==> config.mk <==
export PLATFORM = sky130hd
export DESIGN_NAME = imem_load_fetch_ctrl_flat
export DESIGN_NICKNAME = d
export VERILOG_FILES = /design/src/rtl/imem_pkg.sv /design/src/rtl/imem_load_fetch_ctrl_if.sv /design/src/rtl/imem_load_fetch_ctrl_fetch_check.sv /design/src/rtl/imem_load_fetch_ctrl.sv /design/src/flat_wrapper.sv
export SDC_FILE = /design/constraint.sdc
export NUM_CORES = 1
export LEC_CHECK = 0
export BUFFER_PORTS_ARGS = -buffer_cell sky130_fd_sc_hd__buf_2
export CELL_PAD_IN_SITES_DETAIL_PLACEMENT = 0
export CELL_PAD_IN_SITES_GLOBAL_PLACEMENT = 2
export CORE_AREA = 2 2 109 111
export DETAILED_ROUTE_END_ITERATION = 7
export DIE_AREA = 0 0 111 113
export PLACE_DENSITY = 0.83
export SYNTH_ARGS = -nofsm -noshare
export SYNTH_HDL_FRONTEND = slang
export SYNTH_SLANG_ARGS = --single-unit
==> constraint.sdc <==
create_clock -name clk -period 3.5 [get_ports clk]
set_input_delay 0.7 -clock clk [delete_from_list [all_inputs] [get_ports clk]]
set_output_delay 0.7 -clock clk [all_outputs]
set_load 0.02 [all_outputs]
==> src/rtl/imem_pkg.sv <==
// Shared instruction-memory constants, loader FSM states and the load-length clamp.
package imem_pkg;
  localparam int IMEM_ADDR_W = 12;
  localparam int IMEM_XLEN   = 32;
  localparam logic [IMEM_XLEN-IMEM_ADDR_W-1:0] IMEM_BASE_HI = 20'hBFC00;
  localparam logic [IMEM_ADDR_W:0] IMEM_FULL = {1'b1, {IMEM_ADDR_W{1'b0}}};

  typedef enum logic [1:0] {RUN, LOAD, FLUSH} ld_state_e;

  // Zero or anything past the end of memory means "fill the whole memory".
  function automatic logic [IMEM_ADDR_W:0] clamp_len(input logic [IMEM_ADDR_W:0] len);
    if (len == '0 || len > IMEM_FULL) return IMEM_FULL;
    return len;
  endfunction
endpackage

==> src/rtl/imem_load_fetch_ctrl_if.sv <==
// Fetch, loader and memory-port bundle; slave side is the controller.
interface imem_load_fetch_ctrl_if #(
  parameter int ADDR_W = imem_pkg::IMEM_ADDR_W,
  parameter int XLEN   = imem_pkg::IMEM_XLEN
);
  logic              fetch_req;
  logic [XLEN-1:0]   fetch_pc;
  logic              fetch_valid;
  logic [XLEN-1:0]   fetch_instr;
  logic              fetch_fault;
  logic              cpu_hold;
  logic              ld_start;
  logic [ADDR_W:0]   ld_len;
  logic              ld_valid;
  logic [7:0]        ld_data;
  logic              ld_ready;
  logic              ld_done;
  logic [ADDR_W-1:0] mem_raddr;
  logic [XLEN-1:0]   mem_rdata;
  logic              mem_we;
  logic [ADDR_W-1:0] mem_waddr;
  logic [7:0]        mem_wdata;

  modport slave (
    input  fetch_req, fetch_pc, ld_start, ld_len, ld_valid, ld_data, mem_rdata,
    output fetch_valid, fetch_instr, fetch_fault, cpu_hold, ld_ready, ld_done,
           mem_raddr, mem_we, mem_waddr, mem_wdata
  );
  modport master (
    output fetch_req, fetch_pc, ld_start, ld_len, ld_valid, ld_data, mem_rdata,
    input  fetch_valid, fetch_instr, fetch_fault, cpu_hold, ld_ready, ld_done,
           mem_raddr, mem_we, mem_waddr, mem_wdata
  );
endinterface

==> src/rtl/imem_load_fetch_ctrl_fetch_check.sv <==
// Fetch PC legality: must sit inside the boot window and be word aligned.
module imem_fetch_check #(
  parameter int ADDR_W = 12,
  parameter int XLEN   = 32,
  parameter logic [XLEN-ADDR_W-1:0] BASE_HI = '0
) (
  input  logic [XLEN-ADDR_W-1:0] pc_hi,
  input  logic [1:0]             pc_lo,
  output logic                   fault
);
  assign fault = (pc_hi != BASE_HI) || (pc_lo != 2'b00);
endmodule

==> src/rtl/imem_load_fetch_ctrl.sv <==
// Arbitrates the instruction memory between CPU fetch (registered reads) and the
// byte-stream loader, which owns the memory and stalls the CPU while it runs.
module imem_load_fetch_ctrl
  import imem_pkg::*;
#(
  parameter int ADDR_W = IMEM_ADDR_W,
  parameter int XLEN   = IMEM_XLEN,
  parameter logic [XLEN-ADDR_W-1:0] BASE_HI = IMEM_BASE_HI
) (
  input  logic                  clk,
  input  logic                  rst,
  imem_load_fetch_ctrl_if.slave bus
);
  localparam logic [ADDR_W:0] ONE = {{ADDR_W{1'b0}}, 1'b1};

  ld_state_e       state;
  logic [ADDR_W:0] cnt, len;
  logic            pc_fault;
  logic            fetch_valid_q, fetch_fault_q, cpu_hold_q, ld_ready_q, ld_done_q;
  logic [XLEN-1:0] fetch_instr_q;

  imem_fetch_check #(.ADDR_W(ADDR_W), .XLEN(XLEN), .BASE_HI(BASE_HI)) u_fetch_check (
    .pc_hi (bus.fetch_pc[XLEN-1:ADDR_W]),
    .pc_lo (bus.fetch_pc[1:0]),
    .fault (pc_fault)
  );

  assign bus.mem_raddr   = {bus.fetch_pc[ADDR_W-1:2], 2'b00};
  // ld_ready is high exactly in LOAD, so writes can never collide with a fetch read.
  assign bus.mem_we      = ld_ready_q & bus.ld_valid;
  assign bus.mem_waddr   = cnt[ADDR_W-1:0];
  assign bus.mem_wdata   = bus.ld_data;
  assign bus.fetch_valid = fetch_valid_q;
  assign bus.fetch_instr = fetch_instr_q;
  assign bus.fetch_fault = fetch_fault_q;
  assign bus.cpu_hold    = cpu_hold_q;
  assign bus.ld_ready    = ld_ready_q;
  assign bus.ld_done     = ld_done_q;

  always_ff @(posedge clk or posedge rst) begin
    if (rst) begin
      state         <= RUN;
      cnt           <= '0;
      len           <= '0;
      fetch_valid_q <= 1'b0;
      fetch_instr_q <= '0;
      fetch_fault_q <= 1'b0;
      cpu_hold_q    <= 1'b0;
      ld_ready_q    <= 1'b0;
      ld_done_q     <= 1'b0;
    end else begin
      fetch_valid_q <= 1'b0;
      ld_done_q     <= 1'b0;
      unique case (state)
        RUN: begin
          if (bus.ld_start) begin
            // Loader wins; a fetch in the same cycle is dropped.
            state      <= LOAD;
            cnt        <= '0;
            len        <= clamp_len(bus.ld_len);
            cpu_hold_q <= 1'b1;
            ld_ready_q <= 1'b1;
          end else if (bus.fetch_req) begin
            fetch_valid_q <= 1'b1;
            fetch_fault_q <= pc_fault;
            fetch_instr_q <= pc_fault ? '0 : bus.mem_rdata;
          end
        end
        LOAD: begin
          if (bus.ld_valid) begin
            cnt <= cnt + ONE;
            if (cnt == len - ONE) begin
              state      <= FLUSH;
              ld_ready_q <= 1'b0;
              ld_done_q  <= 1'b1;
            end
          end
        end
        FLUSH: begin
          state      <= RUN;
          cpu_hold_q <= 1'b0;
        end
        default: state <= RUN;
      endcase
    end
  end
endmodule

==> src/flat_wrapper.sv <==
// flat-port wrapper written by rule: the top's interface ports become plain ports
module imem_load_fetch_ctrl_flat import imem_pkg::*;
#(
  parameter int ADDR_W = IMEM_ADDR_W,
  parameter int XLEN   = IMEM_XLEN,
  parameter logic [XLEN-ADDR_W-1:0] BASE_HI = IMEM_BASE_HI
)
  (clk, rst, bus_fetch_req, bus_fetch_pc, bus_ld_start, bus_ld_len, bus_ld_valid, bus_ld_data, bus_mem_rdata, bus_fetch_valid, bus_fetch_instr, bus_fetch_fault, bus_cpu_hold, bus_ld_ready, bus_ld_done, bus_mem_raddr, bus_mem_we, bus_mem_waddr, bus_mem_wdata);
  imem_load_fetch_ctrl_if #(.ADDR_W(ADDR_W), .XLEN(XLEN)) bus_i ();
  input  logic clk;
  input  logic rst;
  input wire logic [$bits(bus_i.fetch_req)-1:0] bus_fetch_req;
  input wire logic [$bits(bus_i.fetch_pc)-1:0] bus_fetch_pc;
  input wire logic [$bits(bus_i.ld_start)-1:0] bus_ld_start;
  input wire logic [$bits(bus_i.ld_len)-1:0] bus_ld_len;
  input wire logic [$bits(bus_i.ld_valid)-1:0] bus_ld_valid;
  input wire logic [$bits(bus_i.ld_data)-1:0] bus_ld_data;
  input wire logic [$bits(bus_i.mem_rdata)-1:0] bus_mem_rdata;
  output wire logic [$bits(bus_i.fetch_valid)-1:0] bus_fetch_valid;
  output wire logic [$bits(bus_i.fetch_instr)-1:0] bus_fetch_instr;
  output wire logic [$bits(bus_i.fetch_fault)-1:0] bus_fetch_fault;
  output wire logic [$bits(bus_i.cpu_hold)-1:0] bus_cpu_hold;
  output wire logic [$bits(bus_i.ld_ready)-1:0] bus_ld_ready;
  output wire logic [$bits(bus_i.ld_done)-1:0] bus_ld_done;
  output wire logic [$bits(bus_i.mem_raddr)-1:0] bus_mem_raddr;
  output wire logic [$bits(bus_i.mem_we)-1:0] bus_mem_we;
  output wire logic [$bits(bus_i.mem_waddr)-1:0] bus_mem_waddr;
  output wire logic [$bits(bus_i.mem_wdata)-1:0] bus_mem_wdata;
  assign bus_i.fetch_req = bus_fetch_req;
  assign bus_i.fetch_pc = bus_fetch_pc;
  assign bus_i.ld_start = bus_ld_start;
  assign bus_i.ld_len = bus_ld_len;
  assign bus_i.ld_valid = bus_ld_valid;
  assign bus_i.ld_data = bus_ld_data;
  assign bus_i.mem_rdata = bus_mem_rdata;
  assign bus_fetch_valid = bus_i.fetch_valid;
  assign bus_fetch_instr = bus_i.fetch_instr;
  assign bus_fetch_fault = bus_i.fetch_fault;
  assign bus_cpu_hold = bus_i.cpu_hold;
  assign bus_ld_ready = bus_i.ld_ready;
  assign bus_ld_done = bus_i.ld_done;
  assign bus_mem_raddr = bus_i.mem_raddr;
  assign bus_mem_we = bus_i.mem_we;
  assign bus_mem_waddr = bus_i.mem_waddr;
  assign bus_mem_wdata = bus_i.mem_wdata;
  imem_load_fetch_ctrl #(.ADDR_W(ADDR_W), .XLEN(XLEN), .BASE_HI(BASE_HI)) u_core (.clk(clk), .rst(rst), .bus(bus_i));
endmodule
* After elaboration in Yosys (flattened, before gate mapping)
Cells that the tools add are included.
** Cells by class
- Add/sub/neg operators :: 2
- Magnitude comparators :: 1
- Eq/ne operators :: 7
- Multiplexer cells :: 24
- Bitwise gates (word level) :: 2
- Reductions and logical operators :: 13
** Operators by type and width (number)
- $mux W13 :: 4
- $mux W32 :: 1
- $pmux W13 S2 :: 1
- $ne A20 B20 Y1 const B :: 1
- $add A13 B1 Y13 const B :: 1
- $eq A13 B13 Y1 :: 1
- $gt A13 B13 Y1 const B :: 1
- $logic_not A13 Y1 :: 1
- $sub A13 B1 Y13 const B :: 1
- $mux W1 :: 12
- $reduce_and A3 Y1 :: 3
- $mux W2 :: 3
- $reduce_bool A2 Y1 :: 3
- $ne A2 B2 Y1 const B :: 2
- $pmux W1 S2 :: 2
- $pmux W2 S2 :: 1
- $reduce_and A2 Y1 :: 2
- $reduce_and A4 Y1 :: 1
- $eq A2 B1 Y1 const B :: 1
- $eq A2 B2 Y1 const B :: 1
- $logic_not A2 Y1 :: 1
- $logic_or A1 B1 Y1 :: 2
- $ne A2 B1 Y1 const B :: 1
- $and A1 B1 Y1 :: 1
- $not A1 Y1 :: 1
** Storage, ports and cells
- Register bits :: 65
- Bits of input ports :: 90
- Output and inout bits :: 70

* Depth between registers and ports, before layout
- Depth in word-level cells :: 6
- Mapped depth :: 8
- Mapped depth without buffers :: 8

* Modules after synthesis
A second synthesis with hierarchy kept.
** Second synthesis, totals
- Cell total of the unflattened synthesis :: 387
- Area total of the unflattened synthesis :: 3589.7 um2
** Modules (own cells, without submodules)
- imem_load_fetch_ctrl :: times used 1, cells an instance 379, area an instance 3527.1 um2
- imem_fetch_check :: times used 1, cells an instance 8, area an instance 62.6 um2

* Worst setup path before layout
Ideal clock, no wire load.
- Kind :: reg-to-reg
- From :: register u_core.len[2]
- To :: register u_core.ld_ready_q (netlist: u_core.bus.ld_ready)
- Arrival time :: 1.927 ns
- Slack :: 1.436 ns
- Cell stages (with the launch flop) :: 7
- Path buffers :: 0
- Period minus slack after synthesis :: 2.064 ns
- Cell sequence :: dfrtp_1 or4_4 nor4b_2 xnor2_1 and3_1 nor4bb_1 a21oi_1
** On the way
- Cells in the longest elaborated chain, start to end :: 4
** RTL lines
- from (decl) :: RTL line imem_load_fetch_ctrl.sv:17 : logic [ADDR_W:0] cnt, len;
- from (signal assigned) :: RTL line imem_load_fetch_ctrl.sv:60 : len <= clamp_len(bus.ld_len);
- $sub A13 B1 Y13 :: RTL line imem_load_fetch_ctrl.sv:72 : if (cnt == len - ONE) begin
- $eq A13 B13 Y1 :: RTL line imem_load_fetch_ctrl.sv:72
- $ne A2 B1 Y1 (no source line)
- $reduce_and A4 Y1 (no source line)
- to (signal assigned) :: RTL line imem_load_fetch_ctrl.sv:49 : ld_ready_q <= 1'b0;
- to (signal assigned) :: RTL line imem_load_fetch_ctrl.sv:62 : ld_ready_q <= 1'b1;
- to (signal assigned) :: RTL line imem_load_fetch_ctrl.sv:74 : ld_ready_q <= 1'b0;
- to (decl) :: RTL line imem_load_fetch_ctrl.sv:19 : logic fetch_valid_q, fetch_fault_q, cpu_hold_q, ld_ready_q, ld_done_q;
Every way passes these cells.
A chain may end at the register's enable or synchronous reset.

* Worst setup path after layout
- From :: register u_core.len[3]
- To :: register u_core.state[0]
** On the way
- Cells in the longest elaborated chain, start to end :: 4
** RTL lines
- $sub A13 B1 Y13 :: RTL line imem_load_fetch_ctrl.sv:72
- $eq A13 B13 Y1 :: RTL line imem_load_fetch_ctrl.sv:72
- $ne A2 B1 Y1 (no source line)
- $reduce_and A3 Y1 (no source line)
- to (signal assigned) :: RTL line imem_load_fetch_ctrl.sv:73 : state <= FLUSH;
- to (signal assigned) :: RTL line imem_load_fetch_ctrl.sv:80 : state <= RUN;
- to (signal assigned) :: RTL line imem_load_fetch_ctrl.sv:83 : default: state <= RUN;
- to (decl) :: RTL line imem_load_fetch_ctrl.sv:16 : ld_state_e state;
Every way passes these cells.

==> results.toml <==
[placement]
globalplace.congestion = 0.8078
io_buffer_count = 121
hpwlAfterDp_mm = 6.592

[cts]
cts_resized = 0
clk_pin_slew_ps = 50
cts.sink_count = 65
cts_made_buffers = 9
root_buffer_selected_by_cts = "sky130_fd_sc_hd__clkbuf_16"
cts-hold-fix-buffers = 0
cts-root-to-sink-buffers = 2
tritoncts = "yes"
post_cts_setup_driven_buffer_insertion_count = 0
clock_latency_ps = 330
h_tree_level_count = 3

[layout]
area.sequential_mm2 = 0.001627
fillerInstances = 1132
final_layout_size_suffix_gt1_share_pct = 36.39
diodes = 0
multiInputGateArea_mm2 = 0.001321
finish.net_count = 491
syn_to_final_growth_pct = 25.60

[route]
detail_route.wl_per_cell_um = 15.55
postRouteAntennaNets = 0
route.final.wire_length_mm = 8.508
drt-initial-drc-count = 149
routed-via-count = 2623
route.detailed.vias_per_inst = 4.795
drt_first_pass_iters = 4
remaining_drc_errors = 0

[global_routing]
antenna_found_initial = 0
first_pass_grt_wire_length_mm = 13.59
grt_pass1_vias = 2596
grt_util_all_layers_pct = 13.77
grt_start_max_net_pins = 44
global_route.overflow_total = 0

[yosys]
area_of_the_mapped_netlist_mm2 = 0.003251
synthArstFlopShare_pct = 100.0
complex_gate_fraction_of_the_synthesized_area_pct = 14.97
synth_edf_count = 0
synth.yosys.warnings = 0
synthXorXnorAreaFrac_pct = 7.814
yosys.area.top_type_share_pct = 50.04
ys_seq_area_share_pct = 50.04
synth_fa_ha_area_share_pct = 0.7698
yosys-mux-area-fraction_pct = 0.6159
synth.ff_latch_count = 65
synthMostInstantiatedCell = "sky130_fd_sc_hd__dfrtp_1"
yosys_most_used_dff = "sky130_fd_sc_hd__dfrtp_1"
postSynthAreaPerCell_um2 = 10.66
synth_commonest_cells = "sky130_fd_sc_hd__dfrtp_1, sky130_fd_sc_hd__a22o_1, sky130_fd_sc_hd__buf_4, sky130_fd_sc_hd__nor2_1, sky130_fd_sc_hd__nand2_1"
yosys.area_share.simple_pct = 15.97
synthCells = 305
synth_top_family_by_area = "simple AND/OR/NAND/NOR gates"
post-synth-top-area-cell = "sky130_fd_sc_hd__dfrtp_1"
post_synth_main_area_contributors = "sky130_fd_sc_hd__dfrtp_1, sky130_fd_sc_hd__a22o_1, sky130_fd_sc_hd__buf_4"
yosysUniqueCellTypes = 40

[die]
floorplan.io_pins = 160
die_y_um = 113
rows = 39
core_mm2 = 0.01127
die_x_um = 111
die-area_mm2 = 0.01254
floorplan.initialDensity_pct = 28.84

[timing]
layout_worst_path_cycle_share_pct = 64.63
fin_worst_skew_ps = 6.270
setup-tns-final_ps = 0
timing.final.max_slew_violations = 0
slew_headroom_pct = 52.91
setup_viol_count_final = 0
worst_slew_pin_slew_ps = 706.4
finalHoldViolations = 0
holdWs_ps = 391.2
max_freq_mhz = 442.1
finalCriticalPeriod_ps = 2262
grt_setup_unrepaired = "no"

[power]
cellLeakagePower_nw = 2.129
power-per-cell-area_mw_per_mm2 = 689.8
peakVddDrop_v = 0.0002432

[worst_setup_path]
critical_path.endpoint_type = "flop"
path_cells = "or4_4, nor4b_2, xnor2_1, and3_1, nor4bb_1, a21oi_1"
critical_path_peak_fanout = 6
sort_of_element_at_the_start_of_the_critical_path = "flop"
cp_top_family = "simple AND/OR/NAND/NOR gates"
worst-endpoint-required_ps = 3690
cp_data_arrival_time_ps = 2450
path_buf_inv = 0
cell_with_the_largest_stage_delay_on_the_worst_path = "sky130_fd_sc_hd__or4_4"
critical_path.max_stage_delay_ps = 600
worst_path_class_setup = "flop to flop"

[min_path]
worst_hold_path_type = "primary input to asynchronous set/reset pin"

[status]
outcome = "completed"

[run]
max-cap-violations = 0
[logic make-up (layout without fill, tap and decap cells)]
family	count (synthesis)	after routing
xor+xnor	29	29
buf+inv	52	150
simple gates	92	92
compound gates	62	62
other cells	1	2
fa+ha+maj	2	2
mux	2	2
flops	65	65
[registers in the layout, summed over array words and instances (netlist names)]
register                cells
u_core.bus.cpu_hold         1
u_core.bus.fetch_fault      1
u_core.bus.fetch_instr     32
u_core.bus.fetch_valid      1
u_core.bus.ld_done          1
u_core.bus.ld_ready         1
u_core.cnt                 13
u_core.len                 13
u_core.state                2
[final cells by class]
type / count / share of cell area [%]
clock buffer: 11 / 6.191
clock inverter: 5 / 0.9194
inverter: 10 / 0.9194
multi-input combinational: 189 / 32.36
sequential: 65 / 39.84
tap: 143 / 4.382
timing repair buffer: 124 / 15.38
[stage by stage]
step                      instances  util, %  total power [W]  instance area (um^2)  setup slack [ps]
after global placement          531    33.64         0.001979                  3792              1309
after floorplan                 306        -         0.001777                  3254              1174
after detailed placement        531    33.64         0.001987                  3792              1264
final                           547    36.22         0.002816                  4083              1238
after global routing            547    36.22         0.003006                  4083              1102
after CTS                       547    36.22         0.002857                  4083              1247
[where the power goes]
| part | total, W | switching [W] | internal (W) | leakage, nW |
|---|---|---|---|---|
| sequential | 0.00108 | 0.000196 | 0.000879 | 0.875 |
| combinational | 0.000895 | 0.000482 | 0.000413 | 1.12 |
| clock | 0.000846 | 0.000325 | 0.000521 | 0.139 |
[final timing paths]
path                                            startpoint                         end  slack, ps  cells past startpoint
worst max-delay path                         u_core.len[3]             u_core.state[0]       1240                      6
worst min-delay path                                   rst  u_core.bus.fetch_instr[28]        390                      2
worst max register to register               u_core.len[3]             u_core.state[0]       1240                      6
worst min register to register  u_core.bus.fetch_instr[23]  u_core.bus.fetch_instr[23]        500                      1
max in group asynchronous                              rst               u_core.len[3]       2190                      3
min in group clk                u_core.bus.fetch_instr[23]  u_core.bus.fetch_instr[23]        500                      1
[cells in the final DEF, fill, tap and decap left out, types with 2 or more instances in the layout]
cell type                    netlist  routed
sky130_fd_sc_hd__nand2b_1          3       3
sky130_fd_sc_hd__a31oi_1           2       2
sky130_fd_sc_hd__dfrtp_1          65      65
sky130_fd_sc_hd__nor3_1            2       2
sky130_fd_sc_hd__clkbuf_16         0       9
sky130_fd_sc_hd__xor2_1           15      15
sky130_fd_sc_hd__nor4_1            6       6
sky130_fd_sc_hd__and4bb_1          2       2
sky130_fd_sc_hd__clkinvlp_4        0       2
sky130_fd_sc_hd__a22o_1           41      41
sky130_fd_sc_hd__nand4b_1          2       2
sky130_fd_sc_hd__a21oi_1           8       8
sky130_fd_sc_hd__nor2_1           28      28
sky130_fd_sc_hd__ha_1              2       2
sky130_fd_sc_hd__mux2i_1           2       2
sky130_fd_sc_hd__nor4b_1           2       2
sky130_fd_sc_hd__inv_6             0       2
sky130_fd_sc_hd__nand2_1          17      17
sky130_fd_sc_hd__xnor2_1          14      14
sky130_fd_sc_hd__and3_1            4       4
sky130_fd_sc_hd__and2_1            3       3
sky130_fd_sc_hd__buf_2             0     121
sky130_fd_sc_hd__nand3_1           4       4
sky130_fd_sc_hd__buf_4            32       3
sky130_fd_sc_hd__conb_1            1       2
sky130_fd_sc_hd__inv_1            10       9
sky130_fd_sc_hd__nand3b_1          2       2
sky130_fd_sc_hd__nand4_1           7       7
sky130_fd_sc_hd__or3_1             2       2
sky130_fd_sc_hd__clkbuf_8          0       2
sky130_fd_sc_hd__o21ai_0           6       6
[layer usage]
layer / routed length, um / GRT usage, % / part of all wire, %
met1: 3821 / 17.64 / 45
met2: 3900 / 22.21 / 46
met3: 725 / 4.928 / 8.5
met4: 61 / 3.750 / 0.72
met5: 0 / 0 / 0
No activity file was read; power rests on OpenSTA's default activity.
